[config.mk]
export PLATFORM = sky130hd
export DESIGN_NAME = cpu_controller
export DESIGN_NICKNAME = d
export VERILOG_FILES = /design/src/rtl/cpu_pkg.sv /design/src/rtl/cpu_controller_cond_check.sv /design/src/rtl/cpu_controller.sv
export SDC_FILE = /design/constraint.sdc
export NUM_CORES = 1
export LEC_CHECK = 0
export ABC_AREA = 1
export CAP_MARGIN = 20
export CORE_ASPECT_RATIO = 0.5
export CORE_MARGIN = 5
export CORE_UTILIZATION = 45
export DETAILED_ROUTE_END_ITERATION = 10
export PLACE_DENSITY = 0.77
export SLEW_MARGIN = 5
export SYNTH_ARGS = -nofsm -noshare
export SYNTH_HDL_FRONTEND = slang
export SYNTH_SLANG_ARGS = --single-unit
[constraint.sdc]
create_clock -name clk -period 1.7 [get_ports clk]
set_input_delay 0.17 -clock clk [delete_from_list [all_inputs] [get_ports clk]]
set_output_delay 0.17 -clock clk [all_outputs]
set_load 0.02 [all_outputs]
[src/rtl/cpu_pkg.sv]
// Shared types and encodings for the ARM32 multi-cycle controller.
//   state_t      : sequencer state encoding
//   CLS_*        : iclass field values (instr[27:26])
//   OP_*         : opcodes with dedicated handling (HALT, branch family)
//   LDR_*/STR_*  : ld/st class nibbles carried in opcode[6:3]
//   COND_*       : ARM condition field encodings
//   PC_* / WB_*  : sel_pc and sel_wb source codes
package cpu_pkg;

  typedef enum logic [2:0] {
    S_IDLE   = 3'd0,
    S_FETCH  = 3'd1,
    S_DECODE = 3'd2,
    S_EXEC   = 3'd3,
    S_MEM    = 3'd4,
    S_WB     = 3'd5,
    S_HALT   = 3'd6,
    S_FAULT  = 3'd7
  } state_t;

  localparam logic [1:0] CLS_DATA   = 2'b00;
  localparam logic [1:0] CLS_LDST   = 2'b01;
  localparam logic [1:0] CLS_BRANCH = 2'b10;

  localparam logic [6:0] OP_HALT = 7'b0000001;
  localparam logic [6:0] OP_B    = 7'b1000000;
  localparam logic [6:0] OP_BL   = 7'b1000001;
  localparam logic [6:0] OP_BX   = 7'b1000010;
  localparam logic [6:0] OP_BLX  = 7'b1000011;

  // ALU operation in opcode[2:0]; CMP only updates flags.
  localparam logic [2:0] ALU_CMP = 3'b010;

  // Ld/st class nibbles: 1100 LDR imm, 1101 LDR reg, 1110 STR imm, 1111 STR reg.
  localparam logic [3:0] LDR_IMM = 4'b1100;
  localparam logic [3:0] LDR_REG = 4'b1101;
  localparam logic [3:0] STR_REG = 4'b1111;

  localparam logic [3:0] COND_EQ = 4'b0000;
  localparam logic [3:0] COND_NE = 4'b0001;
  localparam logic [3:0] COND_CS = 4'b0010;
  localparam logic [3:0] COND_CC = 4'b0011;
  localparam logic [3:0] COND_MI = 4'b0100;
  localparam logic [3:0] COND_PL = 4'b0101;
  localparam logic [3:0] COND_VS = 4'b0110;
  localparam logic [3:0] COND_VC = 4'b0111;
  localparam logic [3:0] COND_HI = 4'b1000;
  localparam logic [3:0] COND_LS = 4'b1001;
  localparam logic [3:0] COND_GE = 4'b1010;
  localparam logic [3:0] COND_LT = 4'b1011;
  localparam logic [3:0] COND_GT = 4'b1100;
  localparam logic [3:0] COND_LE = 4'b1101;
  localparam logic [3:0] COND_AL = 4'b1110;

  localparam logic [1:0] PC_SEQ    = 2'd0;
  localparam logic [1:0] PC_BRANCH = 2'd1;
  localparam logic [1:0] PC_RM     = 2'd2;

  localparam logic [1:0] WB_ALU  = 2'd0;
  localparam logic [1:0] WB_MEM  = 2'd1;
  localparam logic [1:0] WB_LINK = 2'd2;

endpackage

[src/rtl/cpu_controller_cond_check.sv]
// cond_check: ARM condition-code evaluation, purely combinational.
//   cond  in  4  instruction condition field
//   nzcv  in  4  status flags {N,Z,C,V}
//   pass  out 1  instruction may execute (1111 never passes)
module cond_check
  import cpu_pkg::*;
(
  input  logic [3:0] cond,
  input  logic [3:0] nzcv,
  output logic       pass
);

  logic n_s, z_s, c_s, v_s;

  assign n_s = nzcv[3];
  assign z_s = nzcv[2];
  assign c_s = nzcv[1];
  assign v_s = nzcv[0];

  // Condition table lookup
  always_comb begin
    pass = 1'b0;
    case (cond)
      COND_EQ: pass = z_s;
      COND_NE: pass = ~z_s;
      COND_CS: pass = c_s;
      COND_CC: pass = ~c_s;
      COND_MI: pass = n_s;
      COND_PL: pass = ~n_s;
      COND_VS: pass = v_s;
      COND_VC: pass = ~v_s;
      COND_HI: pass = c_s & ~z_s;
      COND_LS: pass = ~c_s | z_s;
      COND_GE: pass = (n_s == v_s);
      COND_LT: pass = (n_s != v_s);
      COND_GT: pass = ~z_s & (n_s == v_s);
      COND_LE: pass = z_s | (n_s != v_s);
      COND_AL: pass = 1'b1;
      default: pass = 1'b0;
    endcase
  end

endmodule

[src/rtl/cpu_controller.sv]
// cpu_controller: multi-cycle FETCH-DECODE-EXEC-MEM-WB sequencer for the ARM32 datapath.
// Inputs : clk, rst_n (async active-low), start, cond/opcode/iclass/en_status from the
//          decoder, nzcv flags, imem_ready, dmem_ready.
// Outputs: memory requests (imem_req, dmem_req, dmem_we), datapath enables (load_ir, load_pc,
//          sel_pc, load_abc, sel_a_imm, alu_go, load_status, rf_we, sel_wb), halted, fault.
// Outputs are decoded from the state register (plus ready for load_ir/load_pc), so an async
// reset drops the memory requests without waiting for a clock edge.
// Optional macro CPU_PERF_CNT_EN adds cyc_cnt/ret_cnt performance counters.
module cpu_controller
  import cpu_pkg::*;
#(
  parameter int unsigned MEM_TIMEOUT = 16
)
(
  input  logic        clk,
  input  logic        rst_n,
  input  logic        start,
  input  logic [3:0]  cond,
  input  logic [6:0]  opcode,
  input  logic [1:0]  iclass,
  input  logic        en_status,
  input  logic [3:0]  nzcv,
  input  logic        imem_ready,
  input  logic        dmem_ready,
  output logic        imem_req,
  output logic        dmem_req,
  output logic        dmem_we,
  output logic        load_ir,
  output logic        load_pc,
  output logic [1:0]  sel_pc,
  output logic        load_abc,
  output logic        sel_a_imm,
  output logic        alu_go,
  output logic        load_status,
  output logic        rf_we,
  output logic [1:0]  sel_wb,
  output logic        halted,
  output logic        fault
`ifdef CPU_PERF_CNT_EN
  ,
  output logic [31:0] cyc_cnt,
  output logic [31:0] ret_cnt
`endif
);

  localparam logic [15:0] TMO_LAST = 16'(MEM_TIMEOUT - 32'd1);

  state_t      state_r, state_s;
  logic [15:0] tmo_cnt_r;
  logic        cond_pass_s;
  logic        tmo_hit_s;
  logic        is_ldr_s;
  logic        ldst_reg_s;

  cond_check u_cond_check (
    .cond (cond),
    .nzcv (nzcv),
    .pass (cond_pass_s)
  );

  assign is_ldr_s   = (opcode[6:3] == LDR_IMM) || (opcode[6:3] == LDR_REG);
  assign ldst_reg_s = (opcode[6:3] == LDR_REG) || (opcode[6:3] == STR_REG);
  // Counter holds the number of wait cycles already spent in FETCH/MEM.
  assign tmo_hit_s  = (MEM_TIMEOUT != 32'd0) && (tmo_cnt_r == TMO_LAST);

  // State register
  always_ff @(posedge clk or negedge rst_n) begin
    if (!rst_n) begin
      state_r <= S_IDLE;
    end else begin
      state_r <= state_s;
    end
  end

  // Memory wait counter: cleared on every state change, counts while stalled
  always_ff @(posedge clk or negedge rst_n) begin
    if (!rst_n) begin
      tmo_cnt_r <= 16'd0;
    end else if (state_s != state_r) begin
      tmo_cnt_r <= 16'd0;
    end else if (((state_r == S_FETCH) || (state_r == S_MEM)) && (tmo_cnt_r != 16'hFFFF)) begin
      tmo_cnt_r <= tmo_cnt_r + 16'd1;
    end else begin
      tmo_cnt_r <= tmo_cnt_r;
    end
  end

  // Next-state and output decode
  always_comb begin
    state_s     = state_r;
    imem_req    = 1'b0;
    dmem_req    = 1'b0;
    dmem_we     = 1'b0;
    load_ir     = 1'b0;
    load_pc     = 1'b0;
    sel_pc      = PC_SEQ;
    load_abc    = 1'b0;
    sel_a_imm   = 1'b0;
    alu_go      = 1'b0;
    load_status = 1'b0;
    rf_we       = 1'b0;
    sel_wb      = WB_ALU;
    halted      = 1'b0;
    fault       = 1'b0;
    case (state_r)
      S_IDLE: begin
        if (start) begin
          state_s = S_FETCH;
        end else begin
          state_s = S_IDLE;
        end
      end
      S_FETCH: begin
        imem_req = 1'b1;
        if (imem_ready) begin
          load_ir = 1'b1;
          load_pc = 1'b1;
          sel_pc  = PC_SEQ;
          state_s = S_DECODE;
        end else if (tmo_hit_s) begin
          state_s = S_FAULT;
        end else begin
          state_s = S_FETCH;
        end
      end
      S_DECODE: begin
        load_abc = 1'b1;
        // A failed condition skips the instruction with no further side effects.
        if (!cond_pass_s) begin
          state_s = S_FETCH;
        end else if ((opcode == OP_HALT) && (iclass == CLS_DATA)) begin
          state_s = S_HALT;
        end else begin
          state_s = S_EXEC;
        end
      end
      S_EXEC: begin
        alu_go = 1'b1;
        case (iclass)
          CLS_DATA: begin
            // opcode[3] marks the immediate-operand ALU class.
            sel_a_imm   = opcode[3];
            load_status = en_status;
            if (opcode[2:0] == ALU_CMP) begin
              state_s = S_FETCH;
            end else begin
              state_s = S_WB;
            end
          end
          CLS_LDST: begin
            sel_a_imm = ~ldst_reg_s;
            state_s   = S_MEM;
          end
          CLS_BRANCH: begin
            state_s = S_FETCH;
            case (opcode)
              OP_B: begin
                load_pc = 1'b1;
                sel_pc  = PC_BRANCH;
              end
              OP_BL: begin
                load_pc = 1'b1;
                sel_pc  = PC_BRANCH;
                rf_we   = 1'b1;
                sel_wb  = WB_LINK;
              end
              OP_BX: begin
                load_pc = 1'b1;
                sel_pc  = PC_RM;
              end
              OP_BLX: begin
                load_pc = 1'b1;
                sel_pc  = PC_RM;
                rf_we   = 1'b1;
                sel_wb  = WB_LINK;
              end
              default: begin
                load_pc = 1'b0;
              end
            endcase
          end
          default: begin
            state_s = S_FETCH;
          end
        endcase
      end
      S_MEM: begin
        dmem_req = 1'b1;
        dmem_we  = ~is_ldr_s;
        if (dmem_ready) begin
          if (is_ldr_s) begin
            state_s = S_WB;
          end else begin
            state_s = S_FETCH;
          end
        end else if (tmo_hit_s) begin
          state_s = S_FAULT;
        end else begin
          state_s = S_MEM;
        end
      end
      S_WB: begin
        rf_we = 1'b1;
        if (iclass == CLS_LDST) begin
          sel_wb = WB_MEM;
        end else begin
          sel_wb = WB_ALU;
        end
        state_s = S_FETCH;
      end
      S_HALT: begin
        halted  = 1'b1;
        state_s = S_HALT;
      end
      S_FAULT: begin
        fault   = 1'b1;
        state_s = S_FAULT;
      end
      default: begin
        state_s = S_IDLE;
      end
    endcase
  end

`ifdef CPU_PERF_CNT_EN
  logic [31:0] cyc_cnt_r;
  logic [31:0] ret_cnt_r;
  logic        retire_s;

  // Any return to FETCH from the pipeline states retires one instruction.
  assign retire_s = (state_s == S_FETCH) &&
                    ((state_r == S_DECODE) || (state_r == S_EXEC) ||
                     (state_r == S_MEM)    || (state_r == S_WB));

  // Performance counters, free-running and wrapping
  always_ff @(posedge clk or negedge rst_n) begin
    if (!rst_n) begin
      cyc_cnt_r <= 32'd0;
      ret_cnt_r <= 32'd0;
    end else begin
      if ((state_r != S_IDLE) && (state_r != S_HALT)) begin
        cyc_cnt_r <= cyc_cnt_r + 32'd1;
      end else begin
        cyc_cnt_r <= cyc_cnt_r;
      end
      if (retire_s) begin
        ret_cnt_r <= ret_cnt_r + 32'd1;
      end else begin
        ret_cnt_r <= ret_cnt_r;
      end
    end
  end

  assign cyc_cnt = cyc_cnt_r;
  assign ret_cnt = ret_cnt_r;
`endif

endmodule

==> summary.txt <==
Synth
  • Mapped Area: 0.00168 sq mm
  • Multiplexer share of the synthesized area: 0%
  • Main combinational cell family by area after synthesis: simple AND/OR/NAND/NOR gates
  • Post-Syn Area per Cell: 6.45 sq um
  • Post-synthesis adder-cell area fraction: 0.746%
  • Area leader, netlist: dfrtp_1
  • Mapped Cells: 260
  • Syn_nets: 284
  • Synth top area share: 28.3%
  • Count leader, synth: nand2_1
  • Most used DFF post-synth: dfrtp_1
  • Number of synthesized register bits: 19
  • Synth Area in Compound Gates: 5.82%
  • Synth cell count leaders: 68 x nand2_1, 42 x inv_1, 37 x nor2_1
  • Cell variety after synth: 30
  • Synth top area cells: dfrtp_1 28%, nand2_1 15%, inv_1 9.4%
  • Post-synth EDFFs: 0
  • Seq/Total Area, Yosys: 28.3%
  • Synth Area in XOR/XNOR: 5.22%
  • Ys async rst share: 100%
  • Synth warn: 0
  • Post-synthesis simple-gate area fraction: 48.1%

Detailed routing
  • DR WL/cell: 12.5 um
  • DRT iter0 DRCs: 56
  • Pre-Repair DR Iteration Count: 4
  • Routed WL: 5110 um
  • Post-detailed-route count of antenna-violating nets: 0
  • DR DRC count: 0
  • DR vias: 2,008
  • DR vias/cell: 4.91

Clock network
  • CTS tree: yes
  • Root Buffer: clkbuf_8
  • Clk_lat worst skew: 260 ps
  • Hold-fix buffers, CTS: 0
  • Htree depth: 1
  • Clk buf depth: 2
  • Clock slew at reported path FFs: 70 ps
  • CTS buffer count: 3
  • Clk sinks: 19

Floorplanning
  • Placeable Area: 0.00351 sq mm
  • Cell Rows: 15
  • DIE AREA: 0.00512 sq mm
  • Die Y: 53.2 um
  • Initial Util: 47.8%
  • I/O pin total: 39
  • Die W: 96.4 um

Pwr
  • VDD IR-drop max: 0.000720 V
  • Pwr dens: 1180 mW/mm^2
  • Leakage: 1.40 nW

STA
  • Fmax: 512 MHz
  • Fin crit period: 1950 ps
  • Tightest Pin Transition: 394 ps
  • Period utilization: 115%
  • Rel. slew slack: 73.5%
  • Worst Skew: 3.72 ps
  • Slack of the critical path: -255 ps
  • Final Setup Violations: 17
  • RSZ-0062 raised after global routing: true
  • Final Hold Vio Count: 0
  • Max-slew violation count: 0

Worst setup path
  • Worst setup EP type: register
  • Worst path arrival time: 2100 ps
  • Critical Path Fanout Max: 7
  • Crit path kind: register to register
  • Crit start category: register
  • Worst EP required: 1840 ps

Cells and area
  • Area Growth Syn to Fin: 61.7%
  • Design Area, Final: 0.00271 sq mm
  • Layout cells sized above 1: 33.5%
  • N_diodes: 0
  • Layout net count: 383
  • Fin util: 77.3%

GRT
  • Largest net degree at the start of global routing: 20
  • Number of global-route vias before repair: 1,900
  • Antenna violations before repair: 0
  • First-pass GRT wire length: 7870 um
  • Grt ovf: 0
  • Total GRT Usage: 19.5%

Hold path
  • HP Class: input port to async pin

Run
  • Max_cap viols: 0

Placement
  • Hpwl dp: 3830 um
  • IO Port Bufs: 38
  • Dpl cell area: 0.00253 sq mm
  • GPL Wtd Cong: 0.892

Status
  • Status: complete, but fails checks
  • Failing checks: negative setup slack
## cells in the final DEF (no fill, tap or decap), drive strengths merged
cell type       n
a21oi          10
a31oi           1
and3            1
buf            64
clkbuf          9
clkdlybuf4s15   1
clkdlybuf4s50  16
dfrtp          19
dlygate4sd2     4
dlymetal6s2s    6
ha              1
inv            46
nand2          72
nand3          21
nand3b          1
nand4           7
nor2           47
nor3           12
nor4            3
o211ai          1
o21ai           3
o22ai           1
or2             2
xnor2           1
xor2            9
## power breakdown
part / total, W / internal, W / switching, W
combinational: 0.00236 / 0.00107 / 0.00129
clock: 0.000316 / 0.000167 / 0.000149
sequential: 0.000514 / 0.000492 / 0.0000214
total: 0.00319 / 0.00173 / 0.00146
## worst max-delay path, cell delays in order (launching register included)
cell and delay, ps:
dfrtp_1 380, buf_4 150, nor3_4 230, inv_2 80, or2_4 240, o211ai_2 60
nor2_1 80, nand2_2 70, nand2_2 70, nand2_2 80, nand2_2 80, nand2_4 120
buf_12 160, nor2_4 30
## worst paths after layout
check	cells past startpoint	slack [ps]	endpoint	startpoint
worst max-delay path	13	-250	tmo_cnt_r[14]	state_r[1]
worst min-delay path	2	240	tmo_cnt_r[5]	rst_n
max in group asynchronous	2	1260	tmo_cnt_r[15]	rst_n
worst min register to register	2	590	tmo_cnt_r[15]	tmo_cnt_r[15]
worst max register to register	13	-250	tmo_cnt_r[14]	state_r[1]
min in group clk	2	590	tmo_cnt_r[15]	tmo_cnt_r[15]
## metrics by stage
| stage | cells | worst slack (ps) | setup TNS, ps | hold slack, ps | power (W) |
|---|---|---|---|---|---|
| after CTS | 404 | -193 | -2950 | 246 | 0.00279 |
| after global routing | 409 | -335 | -5440 | 271 | 0.00337 |
| after global placement | 399 | -374 | -7860 | 517 | 0.00240 |
| final | 409 | -255 | -3840 | 237 | 0.00319 |
| after detailed placement | 399 | -458 | -9680 | 525 | 0.00245 |
| after floorplan | 260 | -177 | -1850 | -126 | 0.00162 |
## registers in the layout (all words and copies together) (netlist names)
name and count:
tmo_cnt_r 16, state_r 3
## cell families after synthesis
group | Yosys count
buffers and inverters | 48
AOI/OAI and AO/OA | 16
adders and majority gates | 1
and+or+nand+nor | 166
xor gates and xnor gates | 10
DFF | 19
## layer usage
layer	share of wire (%)	wire [um]	GRT usage [%]	up-vias
met4	1.6	81	4.88	0
li1	-	-	-	1015
met5	0	0	0	-
met2	51	2620	38.9	54
met3	5.3	271	2.70	9
met1	42	2140	21.9	930
## repair_timing
item / CTS / global route
pin swaps: 4 / 18
buffers inserted: 1 / 4
cloned: 0 / 1
gates resized for setup: 42 / 47
setup endpoints to repair: 32 / 28
## layout make-up
type,count,area (sq um)
inverter,46,173
fill,227,796
multi-input combinational,193,1110
clock buffer,4,45.0
sequential,19,475
timing repair buffer,96,850
tap,51,63.8
Note: power is estimated with default switching activity, not from simulation.
